==> config.mk <==
export PLATFORM = sky130hd
export DESIGN_NAME = bp_update_ctrl_flat
export DESIGN_NICKNAME = d
export VERILOG_FILES = /design/src/rtl/bp_update_if.sv /design/src/rtl/bp_update_ctrl.sv /design/src/flat_wrapper.sv
export SDC_FILE = /design/constraint.sdc
export NUM_CORES = 1
export LEC_CHECK = 0
export BUFFER_PORTS_ARGS = -buffer_cell sky130_fd_sc_hd__buf_4
export CAP_MARGIN = 20
export CORE_MARGIN = 8
export CORE_UTILIZATION = 45
export DETAILED_ROUTE_END_ITERATION = 8
export GPL_ROUTABILITY_DRIVEN = 0
export HOLD_SLACK_MARGIN = 0.08
export PLACE_DENSITY = 0.73
export SLEW_MARGIN = 20
export SYNTH_ARGS = -nofsm -noshare
export SYNTH_HDL_FRONTEND = slang
export SYNTH_SLANG_ARGS = --single-unit
==> constraint.sdc <==
create_clock -name clk -period 3.9 [get_ports clk]
set_clock_uncertainty 0.15 [all_clocks]
set_input_delay 0.78 -clock clk [delete_from_list [all_inputs] [get_ports clk]]
set_output_delay 0.78 -clock clk [all_outputs]
set_load 0.03 [all_outputs]
==> src/rtl/bp_update_if.sv <==
// ----------------------------------------------------------------------------
// bp_update_if
//   Bundles the fetch (allocate), execute (resolve), flush and predictor-update
//   signals of the branch-predictor update controller.
//   master : the environment (fetch, execute, exception logic, predictor)
//   slave  : bp_update_ctrl
//
//   alloc_valid/alloc_pc/alloc_pred  -> slave   fetch pushes a predicted branch
//   alloc_ready                      <- slave   entry can be accepted this cycle
//   resolve_valid/resolve_taken      -> slave   execute resolves the oldest branch
//   resolve_ready                    <- slave   a resolvable entry is queued
//   flush_req                        -> slave   external flush request
//   pu_update/pu_pc/pu_taken         <- slave   predictor training port
//   mispredict                       <- slave   1-cycle mispredict pulse
//   flushing                         <- slave   high while flushing
//   occupancy                        <- slave   valid queue entries
//   branch_cnt/mispred_cnt           <- slave   wrapping statistics counters
// ----------------------------------------------------------------------------
interface bp_update_if #(
    parameter int DEPTH = 4
);
    localparam int OW = $clog2(DEPTH) + 1;

    logic          alloc_valid;
    logic [31:0]   alloc_pc;
    logic          alloc_pred;
    logic          alloc_ready;
    logic          resolve_valid;
    logic          resolve_taken;
    logic          resolve_ready;
    logic          flush_req;
    logic          pu_update;
    logic [31:0]   pu_pc;
    logic          pu_taken;
    logic          mispredict;
    logic          flushing;
    logic [OW-1:0] occupancy;
    logic [31:0]   branch_cnt;
    logic [31:0]   mispred_cnt;

    modport master (
        output alloc_valid, alloc_pc, alloc_pred,
        output resolve_valid, resolve_taken,
        output flush_req,
        input  alloc_ready, resolve_ready,
        input  pu_update, pu_pc, pu_taken,
        input  mispredict, flushing, occupancy,
        input  branch_cnt, mispred_cnt
    );

    modport slave (
        input  alloc_valid, alloc_pc, alloc_pred,
        input  resolve_valid, resolve_taken,
        input  flush_req,
        output alloc_ready, resolve_ready,
        output pu_update, pu_pc, pu_taken,
        output mispredict, flushing, occupancy,
        output branch_cnt, mispred_cnt
    );
endinterface

==> src/rtl/bp_update_ctrl.sv <==
// ----------------------------------------------------------------------------
// bp_update_ctrl
//   Sequences training of the gshare branch predictor. Branches predicted at
//   fetch are pushed into an in-order circular queue; each execute-stage
//   resolve pops the oldest entry, trains the predictor one cycle later and,
//   on a wrong prediction, starts a fixed-length flush that blocks fetch.
//
// Parameters
//   DEPTH         in-flight branch entries (power of two, >= 2)
//   FLUSH_CYCLES  cycles spent in FLUSH (>= 1)
//
// Ports
//   clk    in   rising-edge clock
//   rst_b  in   asynchronous active-low reset
//   bus    slave modport of bp_update_if (handshakes, update port, status)
// ----------------------------------------------------------------------------
module bp_update_ctrl #(
    parameter int DEPTH        = 4,
    parameter int FLUSH_CYCLES = 2
) (
    input  logic        clk,
    input  logic        rst_b,
    bp_update_if.slave  bus
);

    localparam int PW  = $clog2(DEPTH);
    localparam int OW  = PW + 1;
    localparam int FCW = (FLUSH_CYCLES > 1) ? $clog2(FLUSH_CYCLES) : 1;

    typedef enum logic {
        ST_RUN,
        ST_FLUSH
    } state_e;

    // ------------------------------------------------------------------
    // State
    // ------------------------------------------------------------------
    state_e         state_q;
    logic [PW-1:0]  rd_ptr_q;
    logic [PW-1:0]  wr_ptr_q;
    logic [OW-1:0]  occ_q;
    logic [FCW-1:0] flush_cnt_q;
    logic           alloc_ready_q;
    logic           resolve_ready_q;
    logic           pu_update_q;
    logic [31:0]    pu_pc_q;
    logic           pu_taken_q;
    logic           mispredict_q;
    logic [31:0]    branch_cnt_q;
    logic [31:0]    mispred_cnt_q;

    logic [31:0]    pc_mem   [DEPTH];
    logic           pred_mem [DEPTH];

    // ------------------------------------------------------------------
    // Next-state helpers
    // ------------------------------------------------------------------
    logic           alloc_acc;
    logic           res_acc;
    logic [31:0]    head_pc;
    logic           head_pred;
    logic           mispred_hit;
    logic           go_flush;
    logic [PW-1:0]  rd_ptr_d;
    logic [PW-1:0]  wr_ptr_d;
    logic [OW-1:0]  occ_d;

    // NOTE: every signal of a combinational block gets a value on every path;
    // a path that leaves one unassigned infers a latch.
    always_comb begin
        // The ready flags are registered and already zero outside RUN, so
        // an accept can only ever happen in RUN.
        alloc_acc   = bus.alloc_valid & alloc_ready_q;
        res_acc     = bus.resolve_valid & resolve_ready_q;
        head_pc     = pc_mem[rd_ptr_q];
        head_pred   = pred_mem[rd_ptr_q];
        mispred_hit = res_acc & (bus.resolve_taken != head_pred);
        go_flush    = mispred_hit | bus.flush_req;
        // Pointers wrap naturally because DEPTH is a power of two.
        rd_ptr_d    = rd_ptr_q + PW'(res_acc);
        wr_ptr_d    = wr_ptr_q + PW'(alloc_acc);
        occ_d       = occ_q + OW'(alloc_acc) - OW'(res_acc);
    end

    // ------------------------------------------------------------------
    // Entry storage
    // ------------------------------------------------------------------
    // NOTE: the entry array is deliberately not reset; validity is carried
    // solely by the pointers and occupancy, which are reset.
    always_ff @(posedge clk) begin
        if (alloc_acc) begin
            pc_mem[wr_ptr_q]   <= bus.alloc_pc;
            pred_mem[wr_ptr_q] <= bus.alloc_pred;
        end
    end

    // ------------------------------------------------------------------
    // FSM, queue control, update port and statistics
    // ------------------------------------------------------------------
    // NOTE: sequential state uses non-blocking assignments only, so every
    // register samples the pre-edge values regardless of statement order.
    always_ff @(posedge clk or negedge rst_b) begin
        if (!rst_b) begin
            state_q         <= ST_RUN;
            rd_ptr_q        <= '0;
            wr_ptr_q        <= '0;
            occ_q           <= '0;
            flush_cnt_q     <= '0;
            alloc_ready_q   <= 1'b1;
            resolve_ready_q <= 1'b0;
            pu_update_q     <= 1'b0;
            pu_pc_q         <= '0;
            pu_taken_q      <= 1'b0;
            mispredict_q    <= 1'b0;
            branch_cnt_q    <= '0;
            mispred_cnt_q   <= '0;
        end else begin
            // The predictor is trained on every resolved branch, including
            // the one that triggers a flush. pu_pc/pu_taken hold otherwise.
            pu_update_q  <= res_acc;
            mispredict_q <= mispred_hit;
            if (res_acc) begin
                pu_pc_q      <= head_pc;
                pu_taken_q   <= bus.resolve_taken;
                branch_cnt_q <= branch_cnt_q + 32'd1;
            end
            if (mispred_hit) begin
                mispred_cnt_q <= mispred_cnt_q + 32'd1;
            end

            case (state_q)
                ST_RUN: begin
                    if (go_flush) begin
                        // Flush wins over any allocation offered this cycle.
                        state_q         <= ST_FLUSH;
                        rd_ptr_q        <= '0;
                        wr_ptr_q        <= '0;
                        occ_q           <= '0;
                        flush_cnt_q     <= '0;
                        alloc_ready_q   <= 1'b0;
                        resolve_ready_q <= 1'b0;
                    end else begin
                        rd_ptr_q        <= rd_ptr_d;
                        wr_ptr_q        <= wr_ptr_d;
                        occ_q           <= occ_d;
                        // Readiness is computed from next-cycle occupancy so
                        // a resolve on a full queue does not open alloc
                        // in the same cycle.
                        alloc_ready_q   <= (occ_d != OW'(DEPTH));
                        resolve_ready_q <= (occ_d != '0);
                    end
                end
                ST_FLUSH: begin
                    if (bus.flush_req) begin
                        flush_cnt_q <= '0;
                    end else if (flush_cnt_q == FCW'(FLUSH_CYCLES - 1)) begin
                        state_q       <= ST_RUN;
                        flush_cnt_q   <= '0;
                        alloc_ready_q <= 1'b1;
                    end else begin
                        flush_cnt_q <= flush_cnt_q + FCW'(1);
                    end
                end
            endcase
        end
    end

    // ------------------------------------------------------------------
    // Outputs (all driven straight from registers)
    // ------------------------------------------------------------------
    assign bus.alloc_ready   = alloc_ready_q;
    assign bus.resolve_ready = resolve_ready_q;
    assign bus.pu_update     = pu_update_q;
    assign bus.pu_pc         = pu_pc_q;
    assign bus.pu_taken      = pu_taken_q;
    assign bus.mispredict    = mispredict_q;
    assign bus.flushing      = (state_q == ST_FLUSH);
    assign bus.occupancy     = occ_q;
    assign bus.branch_cnt    = branch_cnt_q;
    assign bus.mispred_cnt   = mispred_cnt_q;

endmodule

==> src/flat_wrapper.sv <==
// flat-port wrapper written by rule: the top's interface ports become plain ports
module bp_update_ctrl_flat 
#(
    parameter int DEPTH        = 4,
    parameter int FLUSH_CYCLES = 2
)
  (clk, rst_b, bus_alloc_valid, bus_alloc_pc, bus_alloc_pred, bus_resolve_valid, bus_resolve_taken, bus_flush_req, bus_alloc_ready, bus_resolve_ready, bus_pu_update, bus_pu_pc, bus_pu_taken, bus_mispredict, bus_flushing, bus_occupancy, bus_branch_cnt, bus_mispred_cnt);
  bp_update_if #(.DEPTH(DEPTH)) bus_i ();
  input  logic clk;
  input  logic rst_b;
  input wire logic [$bits(bus_i.alloc_valid)-1:0] bus_alloc_valid;
  input wire logic [$bits(bus_i.alloc_pc)-1:0] bus_alloc_pc;
  input wire logic [$bits(bus_i.alloc_pred)-1:0] bus_alloc_pred;
  input wire logic [$bits(bus_i.resolve_valid)-1:0] bus_resolve_valid;
  input wire logic [$bits(bus_i.resolve_taken)-1:0] bus_resolve_taken;
  input wire logic [$bits(bus_i.flush_req)-1:0] bus_flush_req;
  output wire logic [$bits(bus_i.alloc_ready)-1:0] bus_alloc_ready;
  output wire logic [$bits(bus_i.resolve_ready)-1:0] bus_resolve_ready;
  output wire logic [$bits(bus_i.pu_update)-1:0] bus_pu_update;
  output wire logic [$bits(bus_i.pu_pc)-1:0] bus_pu_pc;
  output wire logic [$bits(bus_i.pu_taken)-1:0] bus_pu_taken;
  output wire logic [$bits(bus_i.mispredict)-1:0] bus_mispredict;
  output wire logic [$bits(bus_i.flushing)-1:0] bus_flushing;
  output wire logic [$bits(bus_i.occupancy)-1:0] bus_occupancy;
  output wire logic [$bits(bus_i.branch_cnt)-1:0] bus_branch_cnt;
  output wire logic [$bits(bus_i.mispred_cnt)-1:0] bus_mispred_cnt;
  assign bus_i.alloc_valid = bus_alloc_valid;
  assign bus_i.alloc_pc = bus_alloc_pc;
  assign bus_i.alloc_pred = bus_alloc_pred;
  assign bus_i.resolve_valid = bus_resolve_valid;
  assign bus_i.resolve_taken = bus_resolve_taken;
  assign bus_i.flush_req = bus_flush_req;
  assign bus_alloc_ready = bus_i.alloc_ready;
  assign bus_resolve_ready = bus_i.resolve_ready;
  assign bus_pu_update = bus_i.pu_update;
  assign bus_pu_pc = bus_i.pu_pc;
  assign bus_pu_taken = bus_i.pu_taken;
  assign bus_mispredict = bus_i.mispredict;
  assign bus_flushing = bus_i.flushing;
  assign bus_occupancy = bus_i.occupancy;
  assign bus_branch_cnt = bus_i.branch_cnt;
  assign bus_mispred_cnt = bus_i.mispred_cnt;
  bp_update_ctrl #(.DEPTH(DEPTH), .FLUSH_CYCLES(FLUSH_CYCLES)) u_core (.clk(clk), .rst_b(rst_b), .bus(bus_i));
endmodule
==> impl_metrics.env <==
export IMPL_run_status="finished clean"
export IMPL_place_port_buffers=143
export IMPL_combined_area_of_the_multi_input_logic_cells_um2=2700
export IMPL_final_setup_tns_ns=0
export IMPL_design_die_area_um2=26000
export IMPL_share_of_the_core_filled_with_cells=0.566
export IMPL_cp_required_ns=4.19
export IMPL_holdBufCountCts=0
export IMPL_grt_pass1_wl_mm=32.2
export IMPL_hold_path_class="in2async"
export IMPL_postSynthRegisterBits=242
export IMPL_setup_violations_final=0
export IMPL_place_detailed_hpwl_mm=13.0
export IMPL_path_cells="nand2_2 > xnor2_1 > ha_1 > inv_1 > fa_1 > xnor2_1 > xnor2_1 > a31oi_1 > a22oi_1 > o21ai_0"
export IMPL_worstPathArrival_ns=2.88
export IMPL_cts_reportedPaths_clkPinSlew_ns=0.06
export IMPL_floorplan_io_pins=144
export IMPL_cap_viol_max_count=0
export IMPL_synth_warning_count=0
export IMPL_antenna_diode_count=0
export IMPL_non_filler_instance_count_after_layout=1098
export IMPL_post_cts_resize_count=0
export IMPL_routedWlPerCell_um=18.4
export IMPL_nFillCells=1676
export IMPL_synth_area_um2=9510
export IMPL_timing_critical_path_slowest_stage_cell="dfrtp_1"
export IMPL_cts_sinks=242
export IMPL_worstSetupStartpointType="flop"
export IMPL_vdd_drop_max_uv=402
export IMPL_worst_pin_slew_ns=0.947
export IMPL_nNetsFinal=848
export IMPL_routed_via_density=5.22
export IMPL_grt_antenna_before_repair=0
export IMPL_postCtsSetupRepairBufs=0
export IMPL_clock_tree_htree_level_count=1
export IMPL_cp_common_cell="xnor2_1"
export IMPL_layout_cells_most_common="buf_4"
export IMPL_cts_path_max_buffers=3
export IMPL_die_y_um=161
export IMPL_synth_cells=643
export IMPL_worstPathMaxFanout=14
export IMPL_drt_initial_drc_count=225
export IMPL_placed_cells_incl_taps=1050
export IMPL_worstSkewPairLatency_ns=0.51
export IMPL_finalWirelength_mm=20.2
export IMPL_worstSetupPathType="reg2reg"
export IMPL_total_leakage_power_nw=4.91
export IMPL_power_density_nw_per_um2=660
export IMPL_die_w_um=161
export IMPL_fp_coreArea_um2=20900
export IMPL_post_route_cells_drive_above_1_share=0.287
export IMPL_post_synth_cell_area_avg_um2=14.8
export IMPL_ff_latch_area_um2=6720
export IMPL_grt_pass1_vias=5969
export IMPL_timing_final_hold_violations=0
export IMPL_cts_tree="built"
export IMPL_grt_max_degree=57
export IMPL_num_rows=53
export IMPL_floorplan_initialDensity=0.455
export IMPL_grt_ovfl_total=0
export IMPL_synth_seq_area_share=0.706
export IMPL_layout_common_cells="151 x buf_4, 140 x nand2_1, 132 x edfxtp_1, 107 x dfrtp_1, 50 x xnor2_1"
export IMPL_layout_worst_path_cycle_share=0.664
export IMPL_gr_usage_all_layers=0.154
export IMPL_initial_drt_pass_iterations=4
export IMPL_layout_area_overhead_vs_synth_pct=24.3
export IMPL_synth_distinct_cells=39
export IMPL_drc=0
export IMPL_worst_slew_margin=0.363
export IMPL_num_vias=5733
export IMPL_final_max_slew_violation_count=0
export IMPL_drtAntennaViolNets=0
export IMPL_final_critical_delay_including_setup_and_external_delays_ns=2.59
export IMPL_achievable_frequency_ghz=0.386
export IMPL_crit_path_max_incr_delay_ns=0.45
export IMPL_totalPowerFinal_mw=7.81
export IMPL_cts_root_buf="clkbuf_16"
export IMPL_timing_critical_path_to_type="flop"
export IMPL_unrepaired_setup_endpoints_after_global_routing="no"
export IMPL_cts_inserted_buffers=26
export IMPL_synth_net_count=688
where the power goes:
| part | internal (mW) | switching [mW] |
|---|---|---|
| Clock | 1.48 | 0.966 |
| Sequential | 3.16 | 0.270 |
| Combinational | 0.756 | 1.18 |
sequential cells by signal, indices dropped and copies added, names as in the netlist:
| name | flops |
|---|---|
| u_core.bus.resolve_ready | 1 |
| u_core.bus.pu_taken | 1 |
| u_core.bus.pu_update | 1 |
| u_core.wr_ptr_q | 2 |
| u_core.pc_mem | 128 |
| u_core.bus.mispredict | 1 |
| u_core.pred_mem | 4 |
| u_core.bus.pu_pc | 32 |
| u_core.bus.alloc_ready | 1 |
| u_core.bus.branch_cnt | 32 |
| u_core.bus.flushing | 1 |
| u_core.bus.mispred_cnt | 32 |
| u_core.flush_cnt_q | 1 |
| u_core.rd_ptr_q | 2 |
| u_core.bus.occupancy | 3 |
worst paths after layout:
path | startpoint | to | slack, ns | cells past startpoint
worst min-delay path | rst_b | u_core.bus.mispred_cnt[28]$_DFFE_PN0P_ | 0.14 | 1
worst max register to register | u_core.bus.resolve_ready$_DFFE_PN0N_ | u_core.bus.alloc_ready$_DFFE_PN1P_ | 1.31 | 10
min in group clk | bus_flush_req | u_core.flush_cnt_q$_DFFE_PN0P_ | 0.30 | 2
max in group asynchronous | rst_b | u_core.bus.branch_cnt[31]$_DFFE_PN0P_ | 2.72 | 2
worst min register to register | u_core.bus.pu_pc[11]$_DFFE_PN0P_ | u_core.bus.pu_pc[11]$_DFFE_PN0P_ | 0.32 | 2
worst max-delay path | u_core.bus.resolve_ready$_DFFE_PN0N_ | u_core.bus.alloc_ready$_DFFE_PN1P_ | 1.31 | 10
synthesized netlist by cell type (all sizes together):
cell type	n	area [µm²]
and2	2	12.5
buf	10	47.5
or3	4	25.0
a21oi	3	15.0
nand3	26	130
inv	12	45.0
a21o	1	7.51
xor2	15	131
or4	1	7.51
fa	1	20.0
clkbuf	10	37.5
nor3	12	60.1
and3	10	62.6
nor4	7	50.1
mux2i	1	10.0
nor4b	1	8.76
o21ai	6	30.0
dfstp	1	26.3
mux4	33	743
nand2	141	529
nor3b	3	22.5
nand2b	3	18.8
a31oi	1	6.26
edfxtp	132	3960
a22oi	1	7.51
and4	5	43.8
or4b	1	10.0
nor2	12	45.0
xnor2	51	454
o31ai	3	22.5
nand4	18	113
dfrtp	109	2730
ha	5	62.6
o21bai	2	15.0
routing by layer:
metal  share of wire  vias to the layer above  GRT usage
met5               0                        -          0
met4           0.015                        0     0.0354
met3           0.072                       31     0.0412
met2            0.47                      165      0.247
met1            0.44                     2884      0.207
li1                -                     2653          -
worst max-delay path: cells and delay by family (launching register included):
family / cells / cell delay, ns
and+or+nand+nor: 1 / 0.25
AOI/OAI and AO/OA: 3 / 0.43
xor gates and xnor gates: 3 / 0.64
DFF: 1 / 0.45
adders and majority gates: 2 / 0.54
buffers and inverters: 1 / 0.05
kinds of logic after synthesis:
kind of cell	Yosys count	synth area share
simple gates	246	0.120
flops	242	0.706
xor+xnor	66	0.0616
mux	34	0.0792
buf+inv	32	0.0137
compound gates	17	0.0109
fa+ha+maj	6	0.00868
stage by stage:
stage | setup slack [ns] | instance area, µm² | hold slack (ns)
final | 1.31 | 11800 | 0.142
after global routing | 1.07 | 11800 | 0.176
after CTS | 1.27 | 11800 | 0.153
after detailed placement | 0.865 | 11000 | 0.314
after global placement | 0.950 | 11000 | 0.310
after floorplan | 0.111 | 9520 | 0.334
cell type report:
type / instances / area share
clock buffer: 36 / 0.0635
clock inverter: 12 / 0.00995
inverter: 12 / 0.00381
multi-input combinational: 369 / 0.228
sequential: 242 / 0.568
tap: 275 / 0.0291
timing repair buffer: 152 / 0.0975
Power figures use the tool's default switching activity.
